File: src/rtl/adsr_envelope.sv
// ADSR amplitude envelope: derives the sample tick from mclk, steps the envelope once per tick
// and emits one scaled sample per tick toward the mixer.
module adsr_envelope #(
  parameter int unsigned MCLK_DIV = 256,
  parameter int unsigned LVL_BITS = 16
) (
  input  logic                mclk,
  input  logic                rst,
  input  logic                gate,
  input  logic [LVL_BITS-1:0] attack_step,
  input  logic [LVL_BITS-1:0] decay_step,
  input  logic [LVL_BITS-1:0] sustain_level,
  input  logic [LVL_BITS-1:0] release_step,
  input  logic [15:0]         player_sample,
  output logic [15:0]         env_sample,
  output logic [LVL_BITS-1:0] env_level,
  output logic [2:0]          env_state,
  output logic                out_valid
);

  localparam int unsigned         DIV_W    = (MCLK_DIV > 1) ? $clog2(MCLK_DIV) : 1;
  localparam logic [DIV_W-1:0]    DIV_LAST = DIV_W'(MCLK_DIV - 1);
  localparam logic [LVL_BITS-1:0] LVL_FULL = '1;
  localparam logic [LVL_BITS:0]   LVL_MAX  = {1'b0, LVL_FULL};

  typedef enum logic [2:0] {
    StIdle    = 3'd0,
    StAttack  = 3'd1,
    StDecay   = 3'd2,
    StSustain = 3'd3,
    StRelease = 3'd4
  } state_e;

  state_e                r_state, w_state_nxt;
  logic [DIV_W-1:0]      r_div;
  logic                  w_tick;
  logic [LVL_BITS-1:0]   r_level, w_level_nxt;
  logic [LVL_BITS:0]     w_att_sum, w_dec_diff, w_rel_diff;
  logic [LVL_BITS+16:0]  w_prod;
  logic [15:0]           r_env_sample;
  logic                  r_out_valid;
  logic                  w_unused_prod;

  assign w_tick = (r_div == DIV_LAST);

  always_ff @(posedge mclk or posedge rst) begin
    if (rst) begin
      r_div <= '0;
    end else if (w_tick) begin
      r_div <= '0;
    end else begin
      r_div <= r_div + DIV_W'(1);
    end
  end

  // One extra bit exposes overflow (attack) and borrow (decay/release).
  assign w_att_sum  = {1'b0, r_level} + {1'b0, attack_step};
  assign w_dec_diff = {1'b0, r_level} - {1'b0, decay_step};
  assign w_rel_diff = {1'b0, r_level} - {1'b0, release_step};

  always_comb begin
    w_state_nxt = r_state;
    w_level_nxt = r_level;
    if (w_tick) begin
      unique case (r_state)
        StIdle: begin
          if (gate) w_state_nxt = StAttack;
        end
        StAttack: begin
          if (!gate) begin
            w_state_nxt = StRelease;
          end else if (attack_step == '0 || w_att_sum >= LVL_MAX) begin
            w_state_nxt = StDecay;
            w_level_nxt = LVL_FULL;
          end else begin
            w_level_nxt = w_att_sum[LVL_BITS-1:0];
          end
        end
        StDecay: begin
          if (!gate) begin
            w_state_nxt = StRelease;
          end else if (decay_step == '0 || w_dec_diff[LVL_BITS] ||
                       w_dec_diff <= {1'b0, sustain_level}) begin
            w_state_nxt = StSustain;
            w_level_nxt = sustain_level;
          end else begin
            w_level_nxt = w_dec_diff[LVL_BITS-1:0];
          end
        end
        StSustain: begin
          if (!gate) w_state_nxt = StRelease;
          else       w_level_nxt = sustain_level;
        end
        StRelease: begin
          if (gate) begin
            w_state_nxt = StAttack;
          end else if (release_step == '0 || w_rel_diff[LVL_BITS] || w_rel_diff == '0) begin
            w_state_nxt = StIdle;
            w_level_nxt = '0;
          end else begin
            w_level_nxt = w_rel_diff[LVL_BITS-1:0];
          end
        end
        default: begin
          w_state_nxt = StIdle;
          w_level_nxt = '0;
        end
      endcase
    end
  end

  always_ff @(posedge mclk or posedge rst) begin
    if (rst) begin
      r_state <= StIdle;
      r_level <= '0;
    end else begin
      r_state <= w_state_nxt;
      r_level <= w_level_nxt;
    end
  end

  // Low bits of a signed*unsigned product are sign-agnostic, so a plain multiply of the
  // sign-extended operands yields the signed result; the slice is the floor shift by LVL_BITS.
  assign w_prod = {{(LVL_BITS + 1){player_sample[15]}}, player_sample} *
                  {17'b0, w_level_nxt};
  assign w_unused_prod = ^{w_prod[LVL_BITS+16], w_prod[LVL_BITS-1:0]};

  always_ff @(posedge mclk or posedge rst) begin
    if (rst) begin
      r_env_sample <= '0;
      r_out_valid  <= 1'b0;
    end else begin
      r_out_valid <= w_tick;
      if (w_tick) r_env_sample <= w_prod[LVL_BITS+15:LVL_BITS];
    end
  end

  assign env_sample = r_env_sample;
  assign env_level  = r_level;
  assign env_state  = r_state;
  assign out_valid  = r_out_valid;

endmodule

File: config.mk
export PLATFORM = sky130hd
export DESIGN_NAME = adsr_envelope
export DESIGN_NICKNAME = d
export VERILOG_FILES = /design/src/rtl/adsr_envelope.sv
export SDC_FILE = /design/constraint.sdc
export NUM_CORES = 1
export LEC_CHECK = 0
export CAP_MARGIN = 30
export CORE_AREA = 2 2 156 158
export DETAILED_ROUTE_END_ITERATION = 12
export DIE_AREA = 0 0 158 160
export MAX_ROUTING_LAYER = met4
export PLACE_DENSITY = 0.83
export SLEW_MARGIN = 5
export SYNTH_ARGS = -nofsm -noshare
export SYNTH_HDL_FRONTEND = slang
export SYNTH_SLANG_ARGS = --single-unit
File: constraint.sdc
create_clock -name mclk -period 12.55 [get_ports mclk]
set_input_delay 1.255 -clock mclk [delete_from_list [all_inputs] [get_ports mclk]]
set_output_delay 1.255 -clock mclk [all_outputs]
set_load 0.02 [all_outputs]
==> results.py, run 1 <==
metrics = {
    "synthesis": {
        "post_synthesis_simple_gate_area_fraction_pct": 20.3,
        "ys_dominant_reg_cell": "sky130_fd_sc_hd__dfrtp_1",
        "syn_area_per_cell_sq_um": 8.19,
        "yosysWarningCount": 0,
        "parity_gate_share_of_the_synthesized_area_counting_xor_and_xnor_cells_pct": 3.34,
        "mappedNetlistArea_sq_um": 14400,
        "yosys.area_share.adder_pct": 42.8,
        "most_frequent_cells_after_synthesis": "sky130_fd_sc_hd__inv_1, sky130_fd_sc_hd__nand2_1, sky130_fd_sc_hd__fa_1",
        "synth.area.top_cells": "sky130_fd_sc_hd__fa_1, sky130_fd_sc_hd__ha_1, sky130_fd_sc_hd__inv_1",
        "ys_seq_area_share_pct": 7.64,
        "synth_fp_nets": 2219,
        "post_synth_mux_area_share_pct": 0.703,
        "asyncSetResetFlopFracSynth_pct": 100,
        "synth_area_in_compound_gates_pct": 15.7,
        "synth.distinct_cells": 86,
        "syn_inst": 1761,
        "synth_top_family_by_area": "adder cells",
        "yosys.cell_count.top_type": "sky130_fd_sc_hd__inv_1",
        "yosys.area.top_type_share_pct": 27.2,
        "synth-seq-cells": 44,
        "number_of_synthesized_flops_with_an_enable_pin": 0,
        "synth_largest_area_cell": "sky130_fd_sc_hd__fa_1",
    },
    "timing": {
        "worst_clock_skew_ns": 0.00729,
        "finalWorstPathRequiredPeriod_ns": 12.10,
        "portion_of_the_clock_cycle_consumed_by_the_worst_path_in_the_final_layout_pct": 96.4,
        "max_slew_margin_pct": 39.3,
        "final_setup_violation_count": 0,
        "tightestPinTransition_ns": 0.907,
        "clock.fmax_mhz": 82.6,
        "slew_viol_final": 0,
        "timing.final.hold_violations": 0,
        "hold_slack_ns": 0.484,
    },
    "global_route": {
        "track_usage_pct": 38.3,
        "largest_net_degree_at_the_start_of_global_routing": 51,
        "antenna_found_initial": 0,
        "grt_first_pass_wirelength_microns": 72900,
        "grt_remaining_overflow": 0,
        "via_count_of_the_first_global_routing_pass": 13600,
    },
    "finish": {
        "finish.net_count": 2341,
        "insertedDiodeCount": 0,
        "final_instance_area_sq_um": 16500,
        "synthToLayoutAreaGrowth_pct": 14.2,
        "fin_util_pct": 69.1,
        "finish.cell_count_without_fillers": 2208,
        "drive_gt1_share_pct": 5.79,
    },
    "floorplan": {
        "core-area_sq_um": 23800,
        "initial_utilization_pct": 60.5,
        "die_area_sq_um": 25300,
        "floorplan.die.height_microns": 160,
        "floorplan_die_width_microns": 158,
        "rows": 57,
        "num_io_pins": 119,
    },
    "route": {
        "route.detailed.vias_per_inst": 6.10,
        "vias": 13500,
        "drtPass1Iterations": 8,
        "detail_route.drc_violations": 0,
        "post_drt_wl_per_cell_microns": 20.9,
        "postRouteAntennaNets": 0,
        "drt_iter0_markers": 1183,
        "wirelength_microns": 46100,
    },
    "clock_tree": {
        "cell_chosen_for_the_clock_root": "sky130_fd_sc_hd__clkbuf_16",
        "cts_tree": "done",
        "clk_transition_reported_paths_ns": 0.07,
        "cts_inserted_buffers": 5,
        "clock_path_buffers": 2,
        "clkLatencyLatePin_ns": 0.29,
        "cts.htree.levels": 2,
        "cts.sinks": 44,
        "ctsHoldBuffers": 0,
    },
    "critical_path": {
        "crit_required_ns": 12.70,
        "cp-end-kind": "flip-flop",
        "reg2reg_depth": 45,
        "worst_setup_path_start_kind": "primary input",
        "ff2ff_setup_slack_ns": 1.02,
        "worst_path_max_delay_cell": "sky130_fd_sc_hd__clkdlybuf4s50_1",
        "endpoint": "env_sample[0]",
        "launch_point_of_the_worst_reg_to_reg_path": "env_level[1]",
        "timing.critical_path.arrival_ns": 12.25,
        "path_common_cell": "sky130_fd_sc_hd__fa_1",
        "timing.rr.end": "env_sample[0]",
        "timing_worst_setup_path_type": "in2reg",
        "timing.critical_path.from": "decay_step[1]",
        "critical-path-max-stage-delay_ns": 0.54,
        "critical_path_peak_fanout": 8,
    },
    "job": {
        "cap_violations": 0,
    },
    "pwr": {
        "static-leakage-power_nw": 8.13,
        "ir_worst_vdd_mv": 0.172,
        "design_power_total_mw": 2.02,
        "power_density_nw_per_um2": 123,
    },
    "place": {
        "port_buf_inserts": 118,
        "place_area_sq_um": 16200,
        "place_inst": 2197,
        "routability_congestion_estimate": 1.03,
        "hpwlAfterDp_microns": 37200,
    },
    "min_path": {
        "min_path_cells": 1,
        "hold_path_class": "reg2reg",
    },
    "status": {
        "status": "finished clean",
    },
}
[power breakdown]
group          switching, mW  internal (mW)
combinational          0.996          0.713
sequential           0.00731          0.146
clock                 0.0613         0.0947
[layout by cell type, fill, tap and decap left out, types with 22 or more instances in the layout]
cell and count:
sky130_fd_sc_hd__inv_1 296, sky130_fd_sc_hd__dfrtp_1 44, sky130_fd_sc_hd__fa_1 196, sky130_fd_sc_hd__clkdlybuf4s50_1 118, sky130_fd_sc_hd__nor2_1 74, sky130_fd_sc_hd__ha_1 179
sky130_fd_sc_hd__a21o_1 41, sky130_fd_sc_hd__nand3_1 25, sky130_fd_sc_hd__nand4_1 22, sky130_fd_sc_hd__buf_4 58, sky130_fd_sc_hd__a21oi_1 80, sky130_fd_sc_hd__o21ai_0 59
sky130_fd_sc_hd__xnor2_1 40, sky130_fd_sc_hd__and2_1 136, sky130_fd_sc_hd__nand2_1 217
[flip-flops by register name, summed over array words and instances (netlist names)]
register / flops
env_state: 3
r_div: 8
env_level: 16
env_sample: 16
out_valid: 1
[stage by stage]
step | setup TNS, ns | setup WS (ns)
after detailed placement | -0.0334 | -0.0334
after global routing | -0.0286 | -0.0286
final | 0 | 0.448
after floorplan | 0 | 1.40
after CTS | 0 | 0.256
after global placement | 0 | 0.229
[final cells by class]
type | count | area [sq um]
inverters | 299 | 1120
flip-flops and latches | 44 | 1100
well taps | 324 | 405
repair buffers | 179 | 1670
clock inverters | 3 | 46.3
fillers | 2014 | 7360
clock buffers | 5 | 125
multi-input cells | 1354 | 12000
[what timing repair did]
| item | 4_1_cts | 5_1_grt |
|---|---|---|
| gates resized for setup | 0 | 13 |
| setup endpoints to repair | 0 | 7 |
| buffers inserted | 0 | 2 |
[worst max-delay path: cells and delay by family]
family,cells,cell delay [ns]
adders and majority gates,9,3.73
xor gates and xnor gates,2,0.41
buffers and inverters,12,1.78
and+or+nand+nor,9,1.32
AOI/OAI and AO/OA,18,3.71
[worst min path at each step]
stage	slack, ns	start	endpoint
after floorplan	0.45	r_div[7]	r_div[7]
after global placement	0.47	r_div[0]	r_div[0]
after detailed placement	0.48	env_sample[5]	env_sample[5]
after CTS	0.49	r_div[0]	r_div[0]
after global routing	0.52	r_div[0]	r_div[0]
final	0.48	r_div[0]	r_div[0]
[metal layers]
| metal | GRT usage, % | up-vias | part of all wire (%) |
|---|---|---|---|
| met5 | - | - | 0 |
| met4 | 12.2 | 0 | 3.8 |
| met3 | 4.88 | 123 | 9.5 |
| met2 | 59.0 | 684 | 46 |
| met1 | 52.9 | 6624 | 41 |
| li1 | - | 6047 | - |
[cell families (layout without fill, tap and decap cells)]
logic type	Yosys count	after routing
adder cells (fa/ha/maj)	375	375
AO/OA/AOI/OAI	329	329
multiplexers	10	10
XOR/XNOR	55	55
AND/OR/NAND/NOR	585	585
buffers and inverters	363	486
flip-flops	44	44
Note: power is estimated with default switching activity, not from simulation.
==> inputs of run 2 (changes only) <==
--- a/config.mk
+++ b/config.mk
@@ -9,8 +9,10 @@
 export CORE_AREA = 2 2 156 158
 export DETAILED_ROUTE_END_ITERATION = 12
 export DIE_AREA = 0 0 158 160
+export GPL_ROUTABILITY_DRIVEN = 0
 export MAX_ROUTING_LAYER = met4
 export PLACE_DENSITY = 0.83
+export SETUP_SLACK_MARGIN = 0.2
 export SLEW_MARGIN = 5
 export SYNTH_ARGS = -nofsm -noshare
 export SYNTH_HDL_FRONTEND = slang
==> run 2 against run 1 <==
Setup slack improved by 0.27 ns. Cell count decreased by 1.2%. Die area unchanged. Fmax increased by 2.3%. Clock power about the same. Design area decreased by 1.2%. Routed wire length decreased by 7.3%. First-iteration DRC count increased by 35%. Clock-buffer cell count unchanged. Worst hold slack improved by 0.0070 ns. Largest cell class unchanged.
==> results.py, run 2 (same netlist as run 1, synthesis figures left out) <==
metrics = {
    "timing": {
        "hold_slack_ns": 0.491,
        "worst_clock_skew_ns": 0.00570,
        "slew_viol_final": 0,
        "portion_of_the_clock_cycle_consumed_by_the_worst_path_in_the_final_layout_pct": 94.2,
        "max_slew_margin_pct": 39.5,
        "timing.final.hold_violations": 0,
        "tightestPinTransition_ns": 0.902,
        "finalWorstPathRequiredPeriod_ns": 11.83,
        "totalNegativeSetupSlack_ns": 0,
        "rsz0062_at_grt": "no",
        "clock.fmax_mhz": 84.5,
        "final_setup_violation_count": 0,
    },
    "route": {
        "vias": 13400,
        "postRouteAntennaNets": 0,
        "route.detailed.vias_per_inst": 6.13,
        "drtPass1Iterations": 13,
        "detail_route.drc_violations": 0,
        "post_drt_wl_per_cell_microns": 19.6,
        "drt_iter0_markers": 1601,
        "wirelength_microns": 42700,
    },
    "place": {
        "port_buf_inserts": 118,
        "hpwlAfterDp_microns": 34800,
    },
    "clock_tree": {
        "clkLatencyLatePin_ns": 0.30,
        "clk_transition_reported_paths_ns": 0.07,
        "clock_path_buffers": 2,
        "cts.htree.levels": 2,
        "cts_inserted_buffers": 5,
        "cell_chosen_for_the_clock_root": "sky130_fd_sc_hd__clkbuf_16",
        "cts.sinks": 44,
        "cts_tree": "done",
    },
    "critical_path": {
        "combined_buffer_and_inverter_count_along_the_critical_path": 6,
        "critical-path-max-stage-delay_ns": 0.56,
        "cp-end-kind": "flip-flop",
        "cp_top_family": "compound AO/OA/AOI/OAI gates",
        "timing.critical_path.arrival_ns": 11.98,
        "worst_setup_path_start_kind": "primary input",
        "critical_path_peak_fanout": 7,
        "crit_required_ns": 12.70,
        "path_common_cell": "sky130_fd_sc_hd__fa_1",
        "worst_path_max_delay_cell": "sky130_fd_sc_hd__fa_1",
        "timing_worst_setup_path_type": "in2reg",
    },
    "finish": {
        "layout.cells.most_common": "sky130_fd_sc_hd__inv_1",
        "nFillCells": 1960,
        "multi_input_comb_area_sq_um": 12000,
        "drive_gt1_share_pct": 4.41,
        "layout_common_cells": "sky130_fd_sc_hd__inv_1, sky130_fd_sc_hd__nand2_1, sky130_fd_sc_hd__fa_1",
        "register_area_sq_um": 1100,
        "finish.net_count": 2315,
        "insertedDiodeCount": 0,
        "synthToLayoutAreaGrowth_pct": 12.8,
    },
    "min_path": {
        "hold_path_class": "reg2reg",
    },
    "pwr": {
        "static-leakage-power_nw": 8.00,
        "ir_worst_vdd_mv": 0.119,
        "power_density_nw_per_um2": 115,
    },
    "floorplan": {
        "floorplan_die_width_microns": 158,
        "rows": 57,
        "num_io_pins": 119,
        "initial_utilization_pct": 60.5,
        "floorplan.die.height_microns": 160,
        "core-area_sq_um": 23800,
        "die_area_sq_um": 25300,
    },
    "global_route": {
        "track_usage_pct": 35.7,
        "grt_remaining_overflow": 0,
        "grt_first_pass_wirelength_microns": 69300,
        "antenna_found_initial": 0,
        "largest_net_degree_at_the_start_of_global_routing": 51,
        "via_count_of_the_first_global_routing_pass": 13800,
    },
    "job": {
        "cap_violations": 0,
    },
    "status": {
        "status": "finished clean",
    },
}
-- run 2: routing by layer --
| layer | track usage (%) | share of wire [%] | vias to the layer above |
|---|---|---|---|
| met5 | - | 0 | - |
| met4 | 18.7 | 6.7 | 0 |
| met3 | 9.09 | 11 | 249 |
| met2 | 53.8 | 45 | 756 |
| met1 | 44.3 | 37 | 6378 |
| li1 | - | - | 5997 |
-- run 2: area by class of cell --
class | count | area share [%]
multi-input cells | 1354 | 73.7
repair buffers | 153 | 9.03
inverters | 299 | 6.91
flip-flops and latches | 44 | 6.77
well taps | 324 | 2.49
clock buffers | 5 | 0.770
clock inverters | 3 | 0.285
-- run 2: report_power, final --
| group | internal, mW | leakage [nW] | total (mW) | switching (mW) |
|---|---|---|---|---|
| registers | 0.146 | 0.505 | 0.153 | 0.00686 |
| clock network | 0.0947 | 0.0804 | 0.156 | 0.0615 |
| logic | 0.623 | 7.42 | 1.56 | 0.936 |
| total | 0.864 | 8.00 | 1.87 | 1.00 |
-- run 2: worst paths after layout --
check	startpoint	slack (ns)	cells after the start	to
min in group asynchronous	rst	1.33	2	env_level[14]
max reg2reg	env_level[1]	1.26	44	env_sample[15]
min reg2reg	r_div[7]	0.49	1	r_div[7]
min	r_div[7]	0.49	1	r_div[7]
max	decay_step[2]	0.72	46	env_sample[15]
max in group asynchronous	rst	10.72	3	env_sample[8]
-- run 2: repair_timing --
| action | 4_1_cts | 5_1_grt |
|---|---|---|
| endpoints found under the setup margin | 0 | 14 |
| endpoints found under the hold margin | 0 | 0 |
| gates resized for setup | 0 | 14 |
| setup buffers | 0 | 5 |
| hold buffers | 0 | 0 |
-- run 2: through the flow --
stage	setup slack, ns	util (%)	cells	total power [mW]	cell area [sq um]
detailed placement	-0.0446	67.0	2167	1.66	16000
finish	0.722	68.3	2182	1.87	16300
CTS	0.242	67.7	2175	1.83	16100
global placement	0.259	67.0	2167	1.63	16000
global route	0.195	68.3	2182	2.04	16300
floorplan	1.40	-	1761	1.21	14400
